## src/rtl/board_writer.sv

```systemverilog
// board_writer: accepts a post-move 2048 board for one of two banks, spawns
// a tile in a pseudo-random empty cell, and commits board + occupancy mask.
//
// state     | meaning
// ----------+------------------------------------------------------------
// ST_IDLE   | waiting for an offer; wr_ready high
// ST_SCAN   | walking cells from the random start index looking for a hole
// ST_COMMIT | writing the latched board, mask and full flag to the bank
`timescale 1ns/1ps

module board_writer #(
   parameter logic [15:0] SEED = 16'hACE1
) (
   input  logic        clk,
   input  logic        rst_n,
   input  logic [3:0]  mode,
   input  logic        wr_valid,
   output logic        wr_ready,
   input  logic [63:0] wr_num,
   input  logic        wr_moved,
   input  logic        clear,
   output logic [63:0] num1,
   output logic [63:0] num2,
   output logic [15:0] judge1,
   output logic [15:0] judge2,
   output logic        full1,
   output logic        full2,
   output logic        done
);

   typedef enum logic [1:0] {
      ST_IDLE   = 2'd0,
      ST_SCAN   = 2'd1,
      ST_COMMIT = 2'd2
   } state_t;

   state_t      state;
   state_t      state_nxt;

   logic [15:0] lfsr;
   logic        lfsr_fb;

   logic [63:0] buf_num;
   logic        buf_bank2;
   logic [3:0]  idx;
   logic [3:0]  tile;
   logic [3:0]  scan_cnt;
   logic        exhausted;
   logic [15:0] buf_judge;

   logic        sel_bank2;
   logic        cell_empty;
   logic        accept;
   logic        scan_hit;
   logic        scan_last;
   logic        do_commit;

   assign sel_bank2  = (mode == 4'd2);
   assign cell_empty = (buf_num[{idx, 2'b00} +: 4] == 4'd0);
   assign wr_ready   = (state == ST_IDLE);

   // Fibonacci LFSR, taps 16,14,13,11 in right-shift form; nonzero seed keeps it out of the lock-up state.
   assign lfsr_fb = lfsr[0] ^ lfsr[2] ^ lfsr[3] ^ lfsr[5];

   // Free-running LFSR, advanced every cycle after reset.
   always_ff @(posedge clk or negedge rst_n) begin
      if (!rst_n) begin
         lfsr <= SEED;
      end else begin
         lfsr <= {lfsr_fb, lfsr[15:1]};
      end
   end

   // Occupancy mask of the latched board; committed alongside it.
   always_comb begin
      buf_judge = '0;
      for (int i = 0; i < 16; i++) begin
         buf_judge[i] = |buf_num[4*i +: 4];
      end
   end

   // FSM state register.
   always_ff @(posedge clk or negedge rst_n) begin
      if (!rst_n) begin
         state <= ST_IDLE;
      end else begin
         state <= state_nxt;
      end
   end

   // Next-state and control strobes; clear overrides everything, including a same-cycle offer.
   always_comb begin
      state_nxt = state;
      accept    = 1'b0;
      scan_hit  = 1'b0;
      scan_last = 1'b0;
      do_commit = 1'b0;
      if (clear) begin
         state_nxt = ST_IDLE;
      end else begin
         case (state)
            ST_IDLE: begin
               if (wr_valid) begin
                  accept    = 1'b1;
                  state_nxt = wr_moved ? ST_SCAN : ST_COMMIT;
               end
            end
            ST_SCAN: begin
               if (cell_empty) begin
                  scan_hit  = 1'b1;
                  state_nxt = ST_COMMIT;
               end else if (scan_cnt == 4'd15) begin
                  scan_last = 1'b1;
                  state_nxt = ST_COMMIT;
               end
            end
            ST_COMMIT: begin
               do_commit = 1'b1;
               state_nxt = ST_IDLE;
            end
            default: begin
               state_nxt = ST_IDLE;
            end
         endcase
      end
   end

   // Working copy of the board plus scan bookkeeping; the spawn lands here before commit.
   always_ff @(posedge clk or negedge rst_n) begin
      if (!rst_n) begin
         buf_num   <= '0;
         buf_bank2 <= 1'b0;
         idx       <= '0;
         tile      <= '0;
         scan_cnt  <= '0;
         exhausted <= 1'b0;
      end else if (clear) begin
         buf_num   <= '0;
         buf_bank2 <= 1'b0;
         scan_cnt  <= '0;
         exhausted <= 1'b0;
      end else if (accept) begin
         buf_num   <= wr_num;
         buf_bank2 <= sel_bank2;
         idx       <= lfsr[3:0];
         tile      <= (lfsr[7:4] == 4'd0) ? 4'd2 : 4'd1;
         scan_cnt  <= '0;
         exhausted <= 1'b0;
      end else if (scan_hit) begin
         buf_num[{idx, 2'b00} +: 4] <= tile;
      end else if (state == ST_SCAN) begin
         idx      <= idx + 4'd1;
         scan_cnt <= scan_cnt + 4'd1;
         if (scan_last) begin
            exhausted <= 1'b1;
         end
      end
   end

   // Bank registers: clear zeroes the mode-selected bank, commit writes the latched bank only.
   always_ff @(posedge clk or negedge rst_n) begin
      if (!rst_n) begin
         num1   <= '0;
         num2   <= '0;
         judge1 <= '0;
         judge2 <= '0;
         full1  <= 1'b0;
         full2  <= 1'b0;
         done   <= 1'b0;
      end else begin
         done <= do_commit;
         if (clear) begin
            if (sel_bank2) begin
               num2   <= '0;
               judge2 <= '0;
               full2  <= 1'b0;
            end else begin
               num1   <= '0;
               judge1 <= '0;
               full1  <= 1'b0;
            end
         end else if (do_commit) begin
            if (buf_bank2) begin
               num2   <= buf_num;
               judge2 <= buf_judge;
               full2  <= exhausted;
            end else begin
               num1   <= buf_num;
               judge1 <= buf_judge;
               full1  <= exhausted;
            end
         end
      end
   end

endmodule

```

## config.mk

```make
export PLATFORM = sky130hd
export DESIGN_NAME = board_writer
export DESIGN_NICKNAME = d
export VERILOG_FILES = /design/src/rtl/board_writer.sv
export SDC_FILE = /design/constraint.sdc
export NUM_CORES = 1
export LEC_CHECK = 0
export CORE_MARGIN = 4
export CORE_UTILIZATION = 50
export DETAILED_ROUTE_END_ITERATION = 12
export GPL_TIMING_DRIVEN = 0
export PLACE_DENSITY = 0.9
export SYNTH_ARGS = -nofsm -noshare
export SYNTH_HDL_FRONTEND = slang
export SYNTH_SLANG_ARGS = --single-unit
```

## constraint.sdc

```tcl
create_clock -name clk -period 6.3 [get_ports clk]
set_input_delay 1.26 -clock clk [delete_from_list [all_inputs] [get_ports clk]]
set_output_delay 1.26 -clock clk [all_outputs]
set_load 0.1 [all_outputs]
```

==> results.yml <==
hold_path:
  min_to: "lfsr[10]$_DFF_PN1_"
  min_from: "lfsr[11]$_DFF_PN1_"
  hold_class: "reg -> reg"
  holdPathStages: 0
place:
  gp_congestion: 1.02
  placed_area_um2: 13500
  dpl_worst_slack_ns: 1.41
  portBuffers: 235
  dp.cells: 1613
  hpwlAfterDp_um: 27500
clocking:
  cts-hold-fix-buffers: 0
  cts_buffers: 27
  cts-root-buf: "clkbuf_16"
  cts_resized: 0
  postCtsSetupRepairBufs: 0
  insertion_delay_ns: 0.53
  cts_buffer_depth: 3
  clkSinkCount: 257
  htree_levels: 1
  clkTransAtPathRegs_ns: 0.06
  tritoncts: "built"
timing:
  post-route-min-period_ns: 4.49
  period_share_pct: 71.2
  tightest_slew_ns: 1.38
  final_max_slew_viol_count: 0
  rsz0062_at_grt: "no"
  fin_tns_setup_ns: 0
  holdWs_ns: 0.354
  fmax_mhz: 223
  max-slew-margin-rel_pct: 7.21
  setup_ws_ns: 1.81
  hold_violations: 0
  setup_violations: 0
  fin_skew_ns: 0.00917
detailed_routing:
  firstDrtPassIters: 8
  via_count: 10300
  wl_per_cell_um: 23.0
  ant_nets: 0
  drc: 0
  avgViaCountPerCell: 6.19
  drt_iter0_markers: 1006
  wl_um: 38200
yosys:
  synthArstFlopShare_pct: 100
  synth_cells: 1101
  synthTopCellsByArea: "dfrtp_1 (58%), nand2_1 (9.5%), o21ai_0 (7.6%), o31ai_1 (2.9%), clkbuf_1 (2.7%)"
  synth_area_leader_cell: "dfrtp_1"
  synth-main-ff-cell: "dfrtp_1"
  syn-num-nets: 1180
  yosysUniqueCellTypes: 56
  synth-seq-cells: 257
  synth_top_cell_area_share_pct: 57.7
  synth_seq_area_share_pct: 59.7
  synth-edff-count: 0
  netlist_area_um2: 10800
  synth_common_cells: "nand2_1 (274), dfrtp_1 (249), o21ai_0 (164)"
  yosysMostFrequentCell: "nand2_1"
  synth_warnings: 0
  syn_area_per_cell_um2: 9.80
power_and_ir_drop:
  p_comb_share_pct: 32.5
  p_leak_nw: 6.00
  fin_total_pwr_mw: 5.42
  seqPwrFrac_pct: 35.7
  p_clk_share_pct: 31.8
  internal_power_mw: 3.27
  p_switching_mw: 2.15
  peakVddDrop_uv: 244
  switching_share_pct: 39.6
  pwr_density_cell_nw_per_um2: 374
grt:
  use_met2_pct: 50.7
  grtUsageMet3_pct: 7.76
  grtUsageMet1_pct: 41.1
  grt-ovfl-total: 0
  first_global_vias: 10300
  grt_max_degree: 129
  grt_pass1_wl_um: 59100
  grt_busiest_layer: "met2"
  antenna_found_initial: 0
  gr-usage-all-layers_pct: 31.5
layout:
  fin_nets: 1447
  drive_gt1_share_pct: 4.91
  fin_area_um2: 14500
  fin_cells: 1661
  antenna_cells: 0
  syn_to_final_growth_pct: 34.4
  final_core_util_pct: 68.6
critical_path:
  cp.required_ns: 6.73
  r2r_end: "idx[0]$_DFFE_PN0P_"
  r2r_start: "buf_num[4]$_DFFE_PN0P_"
  cp-end-kind: "register"
  rrSetupSlack_ns: 2.78
  crit_type: "in -> reg"
  crit_fanout: 10
  cp.arrival_ns: 4.92
  setup.worst_path.start_class: "input port"
  reg2regPathDepth: 7
floorplanning:
  die_w_um: 155
  rows: 53
  core-area_um2: 21200
  num_io_pins: 237
  dieHeight_um: 155
  die_area_um2: 24000
  initial_core_util_pct: 51.0
flow_run:
  max_cap_violations: 0
outcome:
  run_status: "complete, no violations"
==> logic make-up (layout without fill, tap and decap cells) <==
group,after synthesis,count (layout),share of synthesized area (%)
AO/OA/AOI/OAI,324,324,18.8
buffers and inverters,92,377,3.41
XOR/XNOR,5,5,0.406
multiplexers,2,2,0.185
AND/OR/NAND/NOR,415,415,16.8
flip-flops,257,257,59.7
adder cells (fa/ha/maj),6,6,0.696
==> cells in the final DEF (no fill, tap or decap), drive strengths merged, types with 13 or more instances in the layout <==
master and n:
o211ai 19, a311oi 17, nor4 26, nand2 274
o31ai 41, clkdlybuf4s50 234, o21ai 165, clkbuf 114
a211oi 13, dfrtp 249, a21oi 23, nor2 45
nand3 18, nor3 16
==> power by group through the flow <==
stage	clock network [mW]	registers (mW)	logic (mW)
finish	1.72	1.94	1.76
global placement	0	1.95	1.72
global route	1.80	1.95	1.83
CTS	1.73	1.93	1.75
floorplan	0	2.70	0.438
detailed placement	0	1.96	1.74
==> area by class of cell <==
type                            count  area (um2)
Clock inverter                     11         209
Multi-Input combinational cell    752        3980
Inverter                            7        26.3
Clock buffer                       36         739
Timing Repair Buffer              238        2420
Buffer                             85         342
Sequential cell                   257        6440
Fill cell                        1536        6650
Tap cell                          275         344
==> registers in the layout, indices dropped and copies added (netlist names), 2 cells and up <==
signal    count
judge2       16
idx           4
scan_cnt      4
buf_num      64
num1         64
num2         64
lfsr         16
state         2
tile          2
judge1       16
==> layer usage <==
metal	vias to the layer above	part of all wire, %
met5	-	0
met4	0	4.7
met3	133	11
met2	656	47
met1	5061	37
li1	4426	-
==> worst max path at each step <==
stage,from,to,slack [ns],cells after the start
5_1_grt,mode[0],judge1[6]$_DFFE_PN0P_,1.71,8
6_report,mode[0],judge1[11]$_DFFE_PN0P_,1.81,8
4_1_cts,mode[3],judge1[6]$_DFFE_PN0P_,1.92,8
3_3_place_gp,rst_n,num1[26]$_DFFE_PN0P_,-6.47,1
2_1_floorplan,state[0]$_DFFE_PN0P_,buf_bank2$_DFFE_PN0N_,3.23,7
3_5_place_dp,mode[3],judge1[6]$_DFFE_PN0P_,1.41,8
==> worst max-delay path, stage by stage <==
cell             delay [ns]
clkdlybuf4s50_1        0.41
nor4b_1                0.69
nor2_1                 0.09
a21oi_1                0.93
clkbuf_1               0.70
clkbuf_1               0.58
nand2_1                0.15
o31ai_1                0.10
No activity file was read; power rests on OpenSTA's default activity.
